===== src/rtl/axi_lite_pkg.sv =====
// Shared types for the AXI4-Lite arbiter: FSM state encoding and response codes.
// Also provides the index-width helper used to size grant_id.
package axi_lite_pkg;

    typedef enum logic [2:0] {
        IDLE  = 3'd0,
        RD_A  = 3'd1,
        RD_D  = 3'd2,
        WR_AW = 3'd3,
        WR_B  = 3'd4
    } state_e;

    localparam logic [1:0] OKAY   = 2'b00;
    localparam logic [1:0] SLVERR = 2'b10;
    localparam logic [1:0] DECERR = 2'b11;

    // A single master still needs a 1-bit index.
    function automatic int idx_width(input int n);
        return (n > 1) ? $clog2(n) : 1;
    endfunction

endpackage


===== src/rtl/axi_lite_arbiter_rr_arbiter.sv =====
// Combinational round-robin picker: first requester after 'last', wrapping modulo N.
// Zero latency; the pointer register lives in the parent.
module rr_arbiter #(
    parameter int N  = 2,
    parameter int IW = 1
) (
    input  logic [N-1:0]  req_i,
    input  logic [IW-1:0] last_i,
    output logic [N-1:0]  gnt_o,
    output logic [IW-1:0] idx_o
);

    logic          found;
    int            j;
    logic [IW-1:0] jj;

    always_comb begin
        gnt_o = '0;
        idx_o = '0;
        found = 1'b0;
        j     = 0;
        jj    = '0;
        for (int k = 1; k <= N; k++) begin
            j  = (int'(last_i) + k) % N;
            jj = IW'(j);
            if (!found && req_i[jj]) begin
                found     = 1'b1;
                gnt_o[jj] = 1'b1;
                idx_o     = jj;
            end
        end
    end

endmodule


===== src/rtl/axi_lite_arbiter.sv =====
// N-master to 1-slave AXI4-Lite arbiter, one transaction outstanding, round-robin grant.
// Grant costs one IDLE cycle; slave ready/valid pass straight through to the granted master only.
import axi_lite_pkg::*;

module axi_lite_arbiter #(
    parameter int N_MASTERS = 2,
    parameter int ADDR_W    = 32,
    parameter int DATA_W    = 32,
    localparam int STRB_W   = DATA_W / 8,
    localparam int IW       = idx_width(N_MASTERS)
) (
    input  logic                          clk,
    input  logic                          rst,
    input  logic [N_MASTERS-1:0]          m_arvalid,
    output logic [N_MASTERS-1:0]          m_arready,
    input  logic [N_MASTERS*ADDR_W-1:0]   m_araddr,
    output logic [N_MASTERS-1:0]          m_rvalid,
    input  logic [N_MASTERS-1:0]          m_rready,
    output logic [DATA_W-1:0]             m_rdata,
    output logic [1:0]                    m_rresp,
    input  logic [N_MASTERS-1:0]          m_awvalid,
    output logic [N_MASTERS-1:0]          m_awready,
    input  logic [N_MASTERS*ADDR_W-1:0]   m_awaddr,
    input  logic [N_MASTERS-1:0]          m_wvalid,
    output logic [N_MASTERS-1:0]          m_wready,
    input  logic [N_MASTERS*DATA_W-1:0]   m_wdata,
    input  logic [N_MASTERS*STRB_W-1:0]   m_wstrb,
    output logic [N_MASTERS-1:0]          m_bvalid,
    input  logic [N_MASTERS-1:0]          m_bready,
    output logic [1:0]                    m_bresp,
    output logic                          s_arvalid,
    input  logic                          s_arready,
    output logic [ADDR_W-1:0]             s_araddr,
    input  logic                          s_rvalid,
    output logic                          s_rready,
    input  logic [DATA_W-1:0]             s_rdata,
    input  logic [1:0]                    s_rresp,
    output logic                          s_awvalid,
    input  logic                          s_awready,
    output logic [ADDR_W-1:0]             s_awaddr,
    output logic                          s_wvalid,
    input  logic                          s_wready,
    output logic [DATA_W-1:0]             s_wdata,
    output logic [STRB_W-1:0]             s_wstrb,
    input  logic                          s_bvalid,
    output logic                          s_bready,
    input  logic [1:0]                    s_bresp,
    output logic                          busy,
    output logic [IW-1:0]                 grant_id
);

    state_e               state_q, state_d;
    logic [IW-1:0]        grant_q, grant_d;
    logic [IW-1:0]        last_q, last_d;
    logic                 aw_done_q, aw_done_d;
    logic                 w_done_q, w_done_d;
    logic [N_MASTERS-1:0] req;
    logic [N_MASTERS-1:0] win_gnt;
    logic [IW-1:0]        win_idx;
    logic                 aw_hs, w_hs;

    assign req = m_arvalid | m_awvalid;

    rr_arbiter #(
        .N  (N_MASTERS),
        .IW (IW)
    ) u_rr (
        .req_i  (req),
        .last_i (last_q),
        .gnt_o  (win_gnt),
        .idx_o  (win_idx)
    );

    // Payload muxes follow the registered grant; masters hold them stable while valid.
    assign s_araddr = m_araddr[grant_q*ADDR_W +: ADDR_W];
    assign s_awaddr = m_awaddr[grant_q*ADDR_W +: ADDR_W];
    assign s_wdata  = m_wdata[grant_q*DATA_W +: DATA_W];
    assign s_wstrb  = m_wstrb[grant_q*STRB_W +: STRB_W];
    assign m_rdata  = s_rdata;
    assign m_rresp  = s_rresp;
    assign m_bresp  = s_bresp;
    assign busy     = (state_q != IDLE);
    assign grant_id = grant_q;

    always_comb begin
        state_d   = state_q;
        grant_d   = grant_q;
        last_d    = last_q;
        aw_done_d = aw_done_q;
        w_done_d  = w_done_q;
        m_arready = '0;
        m_rvalid  = '0;
        m_awready = '0;
        m_wready  = '0;
        m_bvalid  = '0;
        s_arvalid = 1'b0;
        s_rready  = 1'b0;
        s_awvalid = 1'b0;
        s_wvalid  = 1'b0;
        s_bready  = 1'b0;
        aw_hs     = 1'b0;
        w_hs      = 1'b0;
        case (state_q)
            IDLE: begin
                if (|win_gnt) begin
                    grant_d = win_idx;
                    last_d  = win_idx;
                    state_d = m_awvalid[win_idx] ? WR_AW : RD_A;
                end
            end
            RD_A: begin
                s_arvalid          = 1'b1;
                m_arready[grant_q] = s_arready;
                if (s_arready) state_d = RD_D;
            end
            RD_D: begin
                s_rready          = m_rready[grant_q];
                m_rvalid[grant_q] = s_rvalid;
                if (s_rvalid && m_rready[grant_q]) state_d = IDLE;
            end
            WR_AW: begin
                // AW and W complete independently; each done flag masks its channel.
                s_awvalid          = m_awvalid[grant_q] & ~aw_done_q;
                s_wvalid           = m_wvalid[grant_q] & ~w_done_q;
                m_awready[grant_q] = s_awready & ~aw_done_q;
                m_wready[grant_q]  = s_wready & ~w_done_q;
                aw_hs              = s_awvalid & s_awready;
                w_hs               = s_wvalid & s_wready;
                if ((aw_done_q | aw_hs) && (w_done_q | w_hs)) begin
                    state_d   = WR_B;
                    aw_done_d = 1'b0;
                    w_done_d  = 1'b0;
                end else begin
                    aw_done_d = aw_done_q | aw_hs;
                    w_done_d  = w_done_q | w_hs;
                end
            end
            WR_B: begin
                s_bready          = m_bready[grant_q];
                m_bvalid[grant_q] = s_bvalid;
                if (s_bvalid && m_bready[grant_q]) state_d = IDLE;
            end
            default: state_d = IDLE;
        endcase
    end

    always_ff @(posedge clk or negedge rst) begin
        if (!rst) begin
            state_q   <= IDLE;
            grant_q   <= '0;
            last_q    <= IW'(N_MASTERS - 1);
            aw_done_q <= 1'b0;
            w_done_q  <= 1'b0;
        end else begin
            state_q   <= state_d;
            grant_q   <= grant_d;
            last_q    <= last_d;
            aw_done_q <= aw_done_d;
            w_done_q  <= w_done_d;
        end
    end

endmodule


===== config.mk =====
export PLATFORM = sky130hd
export DESIGN_NAME = axi_lite_arbiter
export DESIGN_NICKNAME = d
export VERILOG_FILES = /design/src/rtl/axi_lite_pkg.sv /design/src/rtl/axi_lite_arbiter_rr_arbiter.sv /design/src/rtl/axi_lite_arbiter.sv
export SDC_FILE = /design/constraint.sdc
export NUM_CORES = 1
export LEC_CHECK = 0
export ABC_AREA = 1
export BUFFER_PORTS_ARGS = -buffer_cell sky130_fd_sc_hd__buf_4
export CELL_PAD_IN_SITES_DETAIL_PLACEMENT = 1
export CELL_PAD_IN_SITES_GLOBAL_PLACEMENT = 1
export CORE_AREA = 8 8 151 153
export DETAILED_ROUTE_END_ITERATION = 6
export DIE_AREA = 0 0 159 161
export PLACE_DENSITY_LB_ADDON = 0.1
export SLEW_MARGIN = 0
export SYNTH_ARGS = -nofsm -noshare
export SYNTH_HDL_FRONTEND = slang
export SYNTH_HIERARCHICAL = 1
export SYNTH_SLANG_ARGS = --single-unit

===== constraint.sdc =====
create_clock -name clk -period 2 [get_ports clk]
set_input_delay 0.1 -clock clk [delete_from_list [all_inputs] [get_ports clk]]
set_output_delay 0.1 -clock clk [all_outputs]
set_load 0.005 [all_outputs]

Word-level counts from Yosys, hierarchy flattened. Cells that the tools add are included.

Input port bits: 253. Flip-flop bits (word level): 7. Logic and storage cells: 101. Output and inout bits: 153.

Bitwise logic cells: 17. Reduce and logical (&&, ||, !) cells: 13. Equality and inequality tests: 9. Order comparisons: 7. Mux-type cells: 44. Add/subtract/negate cells: 2. Shift-type cells: 4.

Operator list (number): 64-bit by 7-bit variable part select with 32-bit output (3); 1-bit 2-to-1 mux (27); 2-bit 2-to-1 mux (8); 3-bit 2-to-1 mux (5); 3-bit one-hot mux with 5 select lines (1); 2-bit bitwise AND (5); 2-bit inequality test (second input constant) (5); 1-bit by 2-bit less-than comparator with 1-bit output (second input constant) (4); 8-bit by 4-bit variable part select with 4-bit output (1); 1-bit logical AND (7); 1-bit bitwise AND (6); 3-bit by 2-bit equality test with 1-bit output (second input constant) (2); 5-bit AND reduction (1); 2-bit bitwise OR (2); 1-bit demux with 1-bit select (3); 3-bit by 1-bit equality test with 1-bit output (second input constant) (1); 3-bit equality test (second input constant) (1); 1-bit >= comparator (second input constant) (3); 3-bit logical NOT (1); 3-bit nonzero test (1); 1-bit adder (second input constant) (2); 1-bit NOT (2); 1-bit bitwise OR (2); 2-bit AND reduction (1); 2 further kinds (2).

Depth between registers and ports, before layout.
Word-level depth: 12. Gate-level depth with buffers: 11. Mapped depth without buffers: 11.

Hierarchy. The synthesis kept the hierarchy.

By module, submodules not included: axi_lite_arbiter (sequential area each 176.4 um^2, area each 2190.9 um^2, cells an instance 463, times used 1); rr_arbiter (sequential area each 0.0 um^2, area each 25.0 um^2, cells an instance 6, times used 1).

Least setup slack after synthesis. Ideal clock, no wire load.

Path type: reg-to-reg. Start point: register grant_q, in the netlist grant_id. End point: register state_q[0]. Setup slack: 0.807 ns. Period minus slack after synthesis: 1.193 ns. Cell stages (with the launch flop): 10. Arrival: 1.076 ns. Library setup time: 0.117 ns. Required time: 1.883 ns. Path buffers: 1. Cells stage by stage: dfrtp_1 buf_6 nand2_2 nand3_2 nand2_2 nand2_2 nor2_4 nand3_2 nand2_1 nand2_1.

Word-level cells in the longest chain between the ends: 8. Elaborated cells between the ends (all ways): 21. Classes of those cells: eq/ne (3); mux (8); bitwise (6); reduce/logical (4).

RTL lines: start, declared (line axi_lite_arbiter.sv:53) `logic [IW-1:0] grant_q, grant_d;`; start signal, assigned (line axi_lite_arbiter.sv:156) `grant_q <= grant_d;`; 1-bit 2-to-1 mux (on tied branches) (2 in a row) (line axi_lite_arbiter.sv:123, axi_lite_arbiter.sv:124); 1-bit bitwise AND (on tied branches) (line axi_lite_arbiter.sv:123, axi_lite_arbiter.sv:124); 1-bit bitwise AND (on tied branches) (line axi_lite_arbiter.sv:127, axi_lite_arbiter.sv:128); 1-bit bitwise OR (line axi_lite_arbiter.sv:129) `if ((aw_done_q | aw_hs) && (w_done_q | w_hs)) begin`; 1-bit logical AND (line axi_lite_arbiter.sv:129); 2-bit inequality test (no source line); 5-bit AND reduction (no source line) *; end signal, assigned (line axi_lite_arbiter.sv:155) `state_q <= state_d;`; end, declared (line axi_lite_arbiter.sv:52) `state_e state_q, state_d;`.

Mark *: on every way between the ends. The rest lies on a longest branch, timed or not. The select of a mux whose other input is x is not followed. A chain may end at the register's enable or synchronous reset.

Final worst setup path.
Start point: register grant_q, in the netlist grant_id. End point: output s_wdata[10].

Word-level cells in the longest chain between the ends: 1.

RTL lines: 64-bit by 7-bit variable part select with 32-bit output (line axi_lite_arbiter.sv:77) `assign s_wdata = m_wdata[grant_q*DATA_W +: DATA_W];`; end, declared (line axi_lite_arbiter.sv:43) `output logic [DATA_W-1:0] s_wdata,`.

No other way between the ends.

==> results.cfg <==
[synthesis]
yosys.area_share.simple = 0.671
synthMuxAreaShare = 0
synth_area_sq_um = 2220
ys_seq_elements = 7
part_of_the_yosys_area_used_for_sequential_elements = 0.0796
synth_xor_xnor_area_share = 0
synth.avg_cell_area_sq_um = 4.72
main_combinational_cell_family_by_area_after_synthesis = simple AND/OR/NAND/NOR gates
synth_compound_area_frac = 0.0271
netlist_instances = 469
synth_cell_type_count = 26
post_synth_fa_ha_maj_area_fraction = 0
synth-warning-count = 6
synth_nets = 722

[finish]
area_growth_pct = 117
nNetsFinal = 1008
fill_cells = 2681
multi_input_area_sq_um = 1550
layout.cell_area.non_filler_sq_um = 4810
post_route_cells_drive_above_1_share = 0.487
fin_cells = 1029
num_antenna_cells = 0
layout.area.seq_sq_um = 180
final_core_util = 0.234

[worst_setup_path]
startpoint_type = flip-flop
setup.worst_path.end_class = primary output
timing.critical_path.fanout_max = 22
setup.worst_path.class = reg2out
critical_path.n_buffers_inverters = 3
cp_data_required_time_ns = 1.90
crit_path_cell_trace = buf_4, buf_4, nand2_1, nand2_1, buf_4
setup.reg_to_reg.worst_slack_ns = 0.40
worst_path_dominant_cell_family = buffers and inverters
critical_path.max_stage_delay_ns = 0.54
crit_path_top_delay_cell = sky130_fd_sc_hd__dfrtp_4
worstPathArrival_ns = 1.72
critical-path-top-cell-by-count = sky130_fd_sc_hd__buf_4

[clock_tree]
cts_buffers = 3
cts.path.max_buffers = 2
tritoncts_clock_tree = done
clkTransAtPathRegs_ns = 0.04
clkSinkCount = 7
clock_insertion_delay_worst_skew_ns = 0.24
post_cts.repair.setup_buffers = 0
ctsRootBufferMaster = sky130_fd_sc_hd__clkbuf_16
cts-htree-levels = 1

[routing]
via_per_inst = 3.72
ant_nets = 0
drt_iter0_drc = 98
dr_total_vias = 3831
detail_route.wl_per_cell_um = 15.4
route.detailed.drc = 0
overall_routed_net_length_um = 15800
detailedRoute.firstPassIterationCount = 4

[sta]
setup_violations = 0
measured_slew_at_the_worst_slew_check_pin_ns = 0.360
period_needed_ns = 1.82
final.setup.worst_slack_ns = 0.184
hold-worst-slack_ns = 0.200
timing.clock.skew_ns = 0.00164
slew_headroom = 0.758
period_share = 0.908
tns_ns = 0
final-max-slew-violation-count = 0
max_clock_freq_mhz = 551
finalHoldViolCount = 0
rsz0062_at_grt = no

[floorplanning]
die_width_um = 159
floorplan.initialDensity = 0.108
pin_count = 406
full_die_area_sq_um = 25600
core-area_sq_um = 20600
num_rows = 53
chipHeight_um = 161

[grt]
number_of_antenna_violations_at_the_first_check_in_global_routing = 0
overflow = 0
gr-usage-all-layers = 0.117
grt_max_degree = 59
grt_first_pass_wirelength_um = 24000
number_of_global_route_vias_before_repair = 4322

[placement]
placement.io_buffers = 333
gp_congestion = 0.759
dp_worst_setup_slack_ns = 0.368
placement_cell_area_sq_um = 4720
numPlacedInstances = 1024
hpwlAfterDp_um = 14000

[power_and_ir_drop]
peakVddDrop_uv = 260
power_mw = 4.83
power_density_nw_per_um2 = 1000
power.leakage_nw = 2.94

[run_status]
status = complete, no violations

[worst_hold_path]
holdCritPathClass = in2out

[flow_run]
max_cap_viol_count = 0
## synthesized netlist by cell type
cell,n,area (sq um)
sky130_fd_sc_hd__inv_2,2,7.51
sky130_fd_sc_hd__buf_2,18,90.1
sky130_fd_sc_hd__a21oi_1,4,20.0
sky130_fd_sc_hd__nand4_1,1,6.26
sky130_fd_sc_hd__nor2_4,2,22.5
sky130_fd_sc_hd__nand3_1,3,15.0
sky130_fd_sc_hd__or2_2,2,12.5
sky130_fd_sc_hd__buf_4,38,285
sky130_fd_sc_hd__o21ai_2,1,8.76
sky130_fd_sc_hd__clkbuf_1,2,7.51
sky130_fd_sc_hd__nand2_1,325,1220
sky130_fd_sc_hd__o21ai_0,3,15.0
sky130_fd_sc_hd__nand2_4,1,11.3
sky130_fd_sc_hd__nand3_2,4,40.0
sky130_fd_sc_hd__dfstp_2,1,26.3
sky130_fd_sc_hd__nor2_2,3,18.8
sky130_fd_sc_hd__inv_1,20,75.1
sky130_fd_sc_hd__nor3_1,12,60.1
sky130_fd_sc_hd__dfrtp_1,6,150
sky130_fd_sc_hd__nor2_1,10,37.5
sky130_fd_sc_hd__clkinv_1,1,3.75
sky130_fd_sc_hd__nand2_2,5,31.3
sky130_fd_sc_hd__buf_6,2,22.5
sky130_fd_sc_hd__o211ai_1,1,7.51
sky130_fd_sc_hd__a21oi_2,1,8.76
sky130_fd_sc_hd__nand4_2,1,12.5
## registers in the layout, summed over array words and instances, names as in the netlist
name / count
state_q: 3
aw_done_q: 1
last_q: 1
w_done_q: 1
grant_id: 1
## final timing paths
| check | from | to | cells after the start |
|---|---|---|---|
| worst max-delay path | grant_id | s_wdata[10] | 5 |
| worst min-delay path | s_rdata[11] | m_rdata[11] | 0 |
| worst max register to register | grant_id | aw_done_q | 7 |
| worst min register to register | last_q | last_q | 2 |
| max in group asynchronous | rst | last_q | 2 |
| min in group asynchronous | rst | grant_id | 2 |
## logic make-up (layout without fill, tap and decap cells)
family,Yosys count,after routing
AOI/OAI and AO/OA,10,10
buffers and inverters,83,368
DFF,7,7
and+or+nand+nor,369,369
## worst register-to-register path: stages, from the launching register on
cell and delay [ns]:
sky130_fd_sc_hd__dfrtp_4 0.54, sky130_fd_sc_hd__clkinv_2 0.15, sky130_fd_sc_hd__buf_12 0.20, sky130_fd_sc_hd__nand2_4 0.16, sky130_fd_sc_hd__nand4_2 0.11, sky130_fd_sc_hd__a21oi_2 0.22, sky130_fd_sc_hd__nand2_1 0.07, sky130_fd_sc_hd__o21ai_0 0.07
## cell usage in the layout, fill, tap and decap left out, types with 4 or more instances in the layout
master                    netlist  routed
sky130_fd_sc_hd__buf_4         38     339
sky130_fd_sc_hd__nand2_2        5       5
sky130_fd_sc_hd__nor2_1        10      10
sky130_fd_sc_hd__inv_1         20      20
sky130_fd_sc_hd__a21oi_1        4       4
sky130_fd_sc_hd__nand3_2        4       4
sky130_fd_sc_hd__nand2_1      325     325
sky130_fd_sc_hd__nor3_1        12      12
sky130_fd_sc_hd__dfrtp_1        6       5
## routing by layer
layer / vias up / global-route usage / share of wire
li1: 1931 / - / -
met1: 1688 / 0.112 / 0.35
met2: 196 / 0.226 / 0.54
met3: 16 / 0.0494 / 0.099
met4: 0 / 0.0334 / 0.017
met5: - / 0 / 0
## area by class of cell
type                            instances  share of cell area
Clock buffer                            4              0.0164
Inverter                               23              0.0182
Multi-Input combinational cell        379               0.322
Sequential cell                         7              0.0374
Tap cell                              275              0.0715
Timing Repair Buffer                  341               0.535
## what timing repair did
action	CTS	global route
hold buffers	1	0
hold endpoints to repair	7	0
resized for setup	0	0
## power by group
group	leakage (nW)	internal (mW)	switching, mW	total (mW)
Clock	0.0382	0.266	0.0880	0.354
Sequential	0.0858	0.222	0.119	0.341
Combinational	2.81	1.98	2.16	4.13
(Power assumes the default switching activity.)
